## src/rtl/treino_pkg.sv

```systemverilog
// treino_pkg: shared definitions for the training-run controller.
//   - default parameter values for treino_ctrl
//   - FP16 (IEEE 754 half) constants used by the datapath and the bench
//   - FSM state encoding
package treino_pkg;

  localparam int DEF_TAM        = 16;
  localparam int DEF_MAX_EPOCAS = 32;
  localparam int DEF_TIMEOUT    = 64;

  localparam logic [15:0] FP_ONE     = 16'h3C00;
  localparam logic [15:0] FP_ZERO    = 16'h0000;
  localparam logic [15:0] FP_NEG_ONE = 16'hBC00;

  typedef enum logic [2:0] {
    ST_IDLE,
    ST_LOAD,
    ST_RUN,
    ST_WAIT,
    ST_CHECK,
    ST_FINISH
  } state_t;

endpackage

```

## src/rtl/treino_ctrl_conv_check.sv

```systemverilog
// conv_check: combinational convergence test. Asserts match_o when all four
// TAM-bit result rows are bitwise equal to the corresponding target rows.
// Ports:
//   result_i  4xTAM  per-row results (row r at [r*TAM +: TAM])
//   target_i  4xTAM  per-row targets, same layout
//   match_o   1      all rows equal
module conv_check
  import treino_pkg::*;
#(
  parameter int TAM = DEF_TAM
) (
  input  logic [4*TAM-1:0] result_i,
  input  logic [4*TAM-1:0] target_i,
  output logic             match_o
);

  logic [3:0] row_eq;

  for (genvar r = 0; r < 4; r++) begin : g_row
    assign row_eq[r] = (result_i[r*TAM +: TAM] == target_i[r*TAM +: TAM]);
  end

  assign match_o = &row_eq;

endmodule

```

## src/rtl/treino_ctrl.sv

```systemverilog
// treino_ctrl: sequences a training run. Loads initial weights, launches one
// epoch at a time on the downstream epoch stage, absorbs the updated weights
// and results, and stops on the epoch limit, a wait timeout, or (optionally)
// convergence.
// Build option: TREINO_EARLY_STOP_EN -- when defined, a converged epoch ends
// the run at once; otherwise the run always goes to MAX_EPOCAS epochs.
// Ports:
//   clk, reset           clock, synchronous active-high reset
//   start                run request (IDLE only)
//   w0/w1/w2_init, d     initial weights, per-row targets (4xTAM)
//   ep_start             one-cycle epoch launch pulse
//   ep_done, ep_w*,      epoch completion strobe, updated weights and
//   ep_result            per-row results (4xTAM), taken in WAIT only
//   w0/w1/w2             registered current weights
//   busy, done           not-IDLE, one-cycle end-of-run pulse
//   converged, err       targets matched, epoch stage timed out
//   epoch_count          epochs completed this run
module treino_ctrl
  import treino_pkg::*;
#(
  parameter int TAM        = DEF_TAM,
  parameter int MAX_EPOCAS = DEF_MAX_EPOCAS,
  parameter int TIMEOUT    = DEF_TIMEOUT
) (
  input  logic             clk,
  input  logic             reset,
  input  logic             start,
  input  logic [TAM-1:0]   w0_init,
  input  logic [TAM-1:0]   w1_init,
  input  logic [TAM-1:0]   w2_init,
  input  logic [4*TAM-1:0] d,
  output logic             ep_start,
  input  logic             ep_done,
  input  logic [TAM-1:0]   ep_w0,
  input  logic [TAM-1:0]   ep_w1,
  input  logic [TAM-1:0]   ep_w2,
  input  logic [4*TAM-1:0] ep_result,
  output logic [TAM-1:0]   w0,
  output logic [TAM-1:0]   w1,
  output logic [TAM-1:0]   w2,
  output logic             busy,
  output logic             done,
  output logic             converged,
  output logic             err,
  output logic [7:0]       epoch_count
);

  localparam int             WCW       = $clog2(TIMEOUT + 1);
  // Last WAIT cycle index: TIMEOUT cycles in WAIT without ep_done is a timeout.
  localparam logic [WCW-1:0] WAIT_LAST = WCW'(TIMEOUT - 1);
  localparam logic [7:0]     EP_MAX    = 8'(MAX_EPOCAS);

  state_t             state_q, state_d;
  logic [TAM-1:0]     w0_q, w0_d, w1_q, w1_d, w2_q, w2_d;
  logic [4*TAM-1:0]   res_q, res_d;
  logic [WCW-1:0]     wcnt_q, wcnt_d;
  logic [7:0]         epc_q, epc_d;
  logic               conv_q, conv_d, err_q, err_d;
  logic               match;

  conv_check #(.TAM(TAM)) u_conv (
    .result_i (res_q),
    .target_i (d),
    .match_o  (match)
  );

  always_ff @(posedge clk) begin
    if (reset) begin
      state_q <= ST_IDLE;
      w0_q    <= '0;
      w1_q    <= '0;
      w2_q    <= '0;
      res_q   <= '0;
      wcnt_q  <= '0;
      epc_q   <= '0;
      conv_q  <= 1'b0;
      err_q   <= 1'b0;
    end else begin
      state_q <= state_d;
      w0_q    <= w0_d;
      w1_q    <= w1_d;
      w2_q    <= w2_d;
      res_q   <= res_d;
      wcnt_q  <= wcnt_d;
      epc_q   <= epc_d;
      conv_q  <= conv_d;
      err_q   <= err_d;
    end
  end

  always_comb begin
    state_d = state_q;
    w0_d    = w0_q;
    w1_d    = w1_q;
    w2_d    = w2_q;
    res_d   = res_q;
    wcnt_d  = wcnt_q;
    epc_d   = epc_q;
    conv_d  = conv_q;
    err_d   = err_q;
    unique case (state_q)
      ST_IDLE: begin
        if (start) begin
          state_d = ST_LOAD;
          conv_d  = 1'b0;
          err_d   = 1'b0;
          epc_d   = '0;
        end
      end
      ST_LOAD: begin
        w0_d    = w0_init;
        w1_d    = w1_init;
        w2_d    = w2_init;
        state_d = ST_RUN;
      end
      ST_RUN: begin
        wcnt_d  = '0;
        state_d = ST_WAIT;
      end
      ST_WAIT: begin
        // ep_done wins over a coincident timeout.
        if (ep_done) begin
          w0_d    = ep_w0;
          w1_d    = ep_w1;
          w2_d    = ep_w2;
          res_d   = ep_result;
          if (epc_q != EP_MAX) epc_d = epc_q + 8'd1;
          state_d = ST_CHECK;
        end else if (wcnt_q == WAIT_LAST) begin
          err_d   = 1'b1;
          state_d = ST_FINISH;
        end else begin
          wcnt_d  = wcnt_q + 1'b1;
        end
      end
      ST_CHECK: begin
        if (match) conv_d = 1'b1;
`ifdef TREINO_EARLY_STOP_EN
        if (match || epc_q == EP_MAX) state_d = ST_FINISH;
        else                          state_d = ST_RUN;
`else
        if (epc_q == EP_MAX) state_d = ST_FINISH;
        else                 state_d = ST_RUN;
`endif
      end
      ST_FINISH: state_d = ST_IDLE;
      default:   state_d = ST_IDLE;
    endcase
  end

  assign ep_start    = (state_q == ST_RUN);
  assign done        = (state_q == ST_FINISH);
  assign busy        = (state_q != ST_IDLE);
  assign w0          = w0_q;
  assign w1          = w1_q;
  assign w2          = w2_q;
  assign converged   = conv_q;
  assign err         = err_q;
  assign epoch_count = epc_q;

endmodule

```

## config.mk

```make
export PLATFORM = sky130hd
export DESIGN_NAME = treino_ctrl
export DESIGN_NICKNAME = d
export VERILOG_FILES = /design/src/rtl/treino_pkg.sv /design/src/rtl/treino_ctrl_conv_check.sv /design/src/rtl/treino_ctrl.sv
export SDC_FILE = /design/constraint.sdc
export NUM_CORES = 1
export LEC_CHECK = 0
export ABC_CLOCK_PERIOD_IN_PS = 2400
export CAP_MARGIN = 10
export CELL_PAD_IN_SITES_DETAIL_PLACEMENT = 1
export CELL_PAD_IN_SITES_GLOBAL_PLACEMENT = 1
export CORE_AREA = 2 2 148 150
export CTS_BUF_LIST = sky130_fd_sc_hd__clkbuf_4 sky130_fd_sc_hd__clkbuf_8
export CTS_CLUSTER_SIZE = 10
export DETAILED_ROUTE_END_ITERATION = 10
export DIE_AREA = 0 0 150 152
export PLACE_DENSITY = 0.83
export SKIP_CTS_REPAIR_TIMING = 1
export SLEW_MARGIN = 40
export SYNTH_ARGS = -nofsm -noshare
export SYNTH_HDL_FRONTEND = slang
export SYNTH_SLANG_ARGS = --single-unit
```

## constraint.sdc

```tcl
create_clock -name clk -period 2.4 [get_ports clk]
set_clock_uncertainty 0.2 [all_clocks]
set_input_delay 0.36 -clock clk [delete_from_list [all_inputs] [get_ports clk]]
set_output_delay 0.36 -clock clk [all_outputs]
set_load 0.005 [all_outputs]
```

# ---- Yosys cells after proc, flatten, opt, wreduce, memory -nomap -nowiden
# Cells that the tools add are included.
dict set report totals {
  register_bits 132
  out_inout_bits 61
  word_cells 69
}
dict set report op_classes {
  n_addsub 2
  n_eq_ne 20
  muxes 24
  n_reduce_logical 14
}
# op count
set ops {}
lappend ops {{$pmux 16 s2} 3}
lappend ops {{$eq 16x16->1} 4}
lappend ops {{$mux 16} 3}
lappend ops {{$mux 8} 3}
lappend ops {{$pmux 8 s2} 1}
lappend ops {{$pmux 3 s5} 1}
lappend ops {{$mux 7} 2}
lappend ops {{$ne 2x2->1 const B} 7}
lappend ops {{$pmux 7 s2} 1}
lappend ops {{$mux 3} 4}
lappend ops {{$reduce_and 4->1} 3}
lappend ops {{$add 8x1->8 const B} 1}
lappend ops {{$eq 8x6->1 const B} 1}
lappend ops {{$ne 8x6->1 const B} 1}
lappend ops {{$reduce_bool 2->1} 4}
lappend ops {{$add 7x1->7 const B} 1}
lappend ops {{$eq 7x6->1 const B} 1}
lappend ops {{$eq 3x2->1 const B} 2}
lappend ops {{$eq 3x3->1 const B} 2}
lappend ops {{$reduce_and 2->1} 3}
lappend ops {{$reduce_and 3->1} 2}
lappend ops {{$mux 1} 4}
lappend ops {{$pmux 1 s2} 2}
lappend ops {{$eq 3x1->1 const B} 1}
lappend ops {{3 further kinds} 3}

# ---- Logic depth before layout (Yosys ltp)
dict set report logic_depth {
  word_depth 4
  depth_mapped 7
  depth_no_buf 7
}

# ---- Modules after synthesis
# A second synthesis with hierarchy kept.
dict set report hier_totals {
  hier_cells 772
  hier_area_um2 6155.9
}
# module n_inst cells_each area_each_um2 seq_area_each_um2
set modules_own_cells {}
lappend modules_own_cells {treino_ctrl 1 687 5457.7 2642.5}
lappend modules_own_cells {conv_check 1 85 698.2 0.0}

# ---- Worst setup path before layout
# Ideal clock, no wire load.
dict set report synth_timing {
  path_type {register -> register}
  startpoint {register epc_q[0], in the netlist epoch_count[0]}
  endpoint {register epc_q[7], in the netlist epoch_count[7]}
  arrival_ns 1.722
  required_time_ns 2.129
  path_slack_ns 0.408
  path_stages_with_launch 8
  path_cell_list {dfxtp_1 inv_1 ha_1 nor4bb_1 a21oi_2 o21ai_2 or4_1 a21oi_1}
}
dict set report synth_between {
  elab_chain_len 4
}
# item line
set synth_rtl {}
lappend synth_rtl {{start: declaration} treino_ctrl.sv:57} ;# logic [7:0] epc_q, epc_d;
lappend synth_rtl {{start signal: assignment} treino_ctrl.sv:85} ;# epc_q <= epc_d;
lappend synth_rtl {{$add 8x1->8} treino_ctrl.sv:127} ;# if (epc_q != EP_MAX) epc_d = epc_q + 8'd1;
lappend synth_rtl {{$mux 8} treino_ctrl.sv:127}
lappend synth_rtl {{$mux 8} treino_ctrl.sv:122} ;# if (ep_done) begin
lappend synth_rtl {{$pmux 8 s2} treino_ctrl.sv:101} ;# unique case (state_q)
# Parallel ways exist; a longest one is shown, timed or not. The select of a mux whose other input is x is not followed.
# A chain may end at the register's enable or synchronous reset.

# ---- Final worst setup path
dict set report layout_timing {
  startpoint {register state_q[2]}
  endpoint {output busy}
}
dict set report layout_between {
  elab_chain_len 1
}
# item line
set layout_rtl {}
lappend layout_rtl {{start: declaration} treino_ctrl.sv:53} ;# state_t state_q, state_d;
lappend layout_rtl {{start signal: assignment} treino_ctrl.sv:79} ;# state_q <= state_d;
lappend layout_rtl {{$reduce_bool 3->1} treino_ctrl.sv:153} ;# assign busy = (state_q != ST_IDLE);
lappend layout_rtl {{end: declaration} treino_ctrl.sv:41} ;# output logic busy,
# Every way passes these cells.

==> impl_results.md <==
* CP max stage delay at 0.46 ns
* Top FF cell, synth: dfxtp_1
* Cell Int Power at 0.004420 W
* Final hold vios at 0
* Area leader, netlist: dfxtp_1
* Core Area at about 21000 um^2
* # setup viols final at 0
* Clk sinks at 132
* Unrepaired setup endpoints after global routing: no
* Syn_nets at 1005
* Worst Slack Setup Final at 0.1164 ns
* Worst Setup Start Kind: flip-flop
* Clk_lat worst skew at 0.45 ns
* Distinct cell type count after synthesis at 39
* Vias per cell at 4.884
* I/O pin total at between 200 and 300
* Clk root buf: clkbuf_8
* Share of cells above drive strength 1 at 6.155%
* Post-Synthesis Cells at 774
* Max Root-Sink Buffers at 2
* MaxCap Viol Count at 0
* Setup_tns at 0 ns
* Total CTS buffers at 17
* Kind of end point of the critical path: primary output
* Peak Freq at 0.4379 GHz
* Number of global-route vias before repair at 6585
* Sw Ratio at 25.21%
* Final nets at 1275
* Post-synth top area share at roughly 44%
* Initial DRC count at 227
* Number of port buffers at between 200 and 300
* Clock power share at 40.4%
* CTS H-tree depth at 4
* Ratio of final minimum period to clock period at 95.15%
* Antenna violations before repair at 0
* Flops & latches, synth at 132
* Area delta synth->final at 62.34%
* CP Cell Sequence: or3_1 -> clkdlybuf4s50_1
* Die Width at 150 um
* Remaining global-route overflow at 0
* Ant diodes at 0
* FP Rows at 54
* Hold Crit Class: in2reg
* Power per standard cell area at around 600 nW/um^2
* Kind of critical path: reg2out
* Critical path buffer and inverter count at 1
* Post-synth EDFFs at 0
* Crit path time final at 2.284 ns
* DR WL/cell at 16.86 um
* First-pass GRT wire length at 34.73 mm
* Routed WL at 22.53 mm
* Worst Path Required at 1.84 ns
* Yosys synthesis warning count at 0
* Max-slew headroom at 51.22%
* Top cells by area, synth: dfxtp_1 (44%), nand2_1 (12%), xnor2_1 (8.1%)
* Clock transition at path regs at 0.08 ns
* CP Max Fanout at 10
* Sequential area share after synthesis at between 40% and 50%
* Initial Util at around 28%
* CTS tree: done
* VDD IR max at just under 400 uV
* Area of the multi-input gates at roughly 3100 um^2
* Routed vias at 6525
* Core Util, Final at between 40 and 50%
* GR Util All Layers at between 10% and 20%
* Leakage at between 3 and 4 nW
* DR pass1 iterations at 6
* # fillers at 2558
* WP data arrival at 1.72 ns
* Slew @ Worst Pin at 0.7318 ns
* Die extent in y at 152 um
* Largest net degree at the start of global routing at 119
* Crit path max-delay family: buffers and inverters
* CP max stage cell: clkdlybuf4s50_1
* Sw power at 0.001490 W
* Full die area at 22800 um^2
* GPL Wtd Cong at between 0.7 and 0.8
* Pre-CTS setup slack at -0.01081 ns
* Logic gate share of total power at 19.4%
* Register area at ~2700 um^2
* Hpwl dp at 16.43 mm
* Residual DRC at 0
* Sequential share of power at 40.2%
* Max Slew Vio Count at 0
* Final ANT Viol Nets at 0
* Outcome: finished, final reports clean
* Async set-or-reset flop fraction in the synthesized netlist at 0%
* Post-Syn Area at 6031 um^2
* Avg Inst Size Synth at between 7 and 8 um^2
cells in the final DEF (no fill, tap or decap), drive strengths merged, types with 2 or more instances in the layout:
cell type and instances:
a21oi 79, a221oi 2, a22o 2, a311oi 48
and3 3, buf 22, bufinv 6, clkbuf 20
clkdlybuf4s50 286, clkinvlp 2, dfxtp 132, ha 3
inv 16, nand2 187, nand2b 3, nand3 50
nand4 21, nor2 67, nor2b 2, nor3 4
nor4 5, o21a 2, o21ai 10, o22ai 5
o31ai 2, or2 2, or3 5, xnor2 56
xor2 3
synth_stat cells (2+ instances only):
master and number:
nand2_1 187, dfxtp_1 132, a21oi_1 78, nor2_1 67
xnor2_1 56, nand3_1 50, a311oi_1 48, clkbuf_1 40
nand4_1 21, inv_1 14, buf_2 10, o21ai_0 9
buf_1 7, nor4_1 5, o22ai_1 5, or3_1 5
nor3_1 4, and3_1 3, ha_1 3, nand2b_1 3
xor2_1 3, a221oi_1 2, a22o_1 2, nor2b_1 2
o21a_1 2, o31ai_1 2, or2_2 2
power by group through the flow:
| stage | Combinational, W | Sequential (W) | Clock, W |
|---|---|---|---|
| finish | 0.00114 | 0.00238 | 0.00239 |
| global route | 0.00125 | 0.00239 | 0.00256 |
| CTS | 0.00116 | 0.00238 | 0.00247 |
| detailed placement | 0.00115 | 0.00243 | 0 |
| global placement | 0.00114 | 0.00243 | 0 |
| floorplan | 0.000411 | 0.00242 | 0 |
stage by stage:
step | total power, W | cell area, um^2 | hold slack, ns | cells
CTS | 0.006012 | 9773 | 0.1813 | 1336
detailed placement | 0.003584 | 9276 | 0.2470 | 1305
global route | 0.006198 | 9791 | 0.2254 | 1336
finish | 0.005911 | 9791 | 0.2241 | 1336
floorplan | 0.002827 | 6031 | 0.2363 | 774
global placement | 0.003564 | 9276 | 0.2436 | 1305
final cells by class:
cell class | instances | area share [%]
Clock inverter | 11 | 2.262
Sequential cell | 132 | 27.08
Multi-Input combinational cell | 570 | 31.91
Clock buffer | 20 | 2.812
Tap cell | 280 | 3.578
Timing Repair Buffer | 309 | 31.82
Inverter | 14 | 0.5367
path summary, 6_finish.rpt:
path	end	start	slack (ns)	depth (start not counted)
min	converged$_SDFFE_PP0P_	reset	0.22	5
max	busy	state_q[2]$_SDFFE_PP0P_	0.12	2
min reg2reg	res_q[2]$_SDFFE_PP0P_	res_q[2]$_SDFFE_PP0P_	0.25	2
max reg2reg	epoch_count[6]$_SDFFE_PP0P_	epoch_count[0]$_SDFFE_PP0P_	0.18	9
layer usage:
metal  GRT usage, %  vias up  share of wire [%]  wire, um
met5              0        -                  0         0
met4          5.301        0                1.2       281
met3          8.198       18                 10      2302
met2          33.12      232                 48     10740
met1          22.07     3061                 41      9209
li1               -     3214                  -         -
cells by family after synthesis:
logic type / Yosys count / share of synthesized area, %
simple gates: 354 / 25.48
flops: 132 / 43.82
mux: 1 / 0.1660
buf+inv: 72 / 4.813
compound gates: 153 / 16.54
fa+ha+maj: 3 / 0.6225
xor+xnor: 59 / 8.569
registers in the layout, indices dropped and copies added, names as in the netlist, 3 cells and up:
signal,cells
w2,16
w0,16
res_q,64
epoch_count,8
w1,16
wcnt_q,7
state_q,3
worst reg2reg max path, stage by stage (launching register included):
cell	delay, ns
dfxtp_1	0.40
inv_1	0.10
ha_1	0.19
nor4bb_1	0.14
buf_4	0.16
a21oi_4	0.17
o21ai_2	0.08
buf_4	0.17
or3_1	0.36
a21oi_1	0.19
Power figures use the tool's default switching activity.
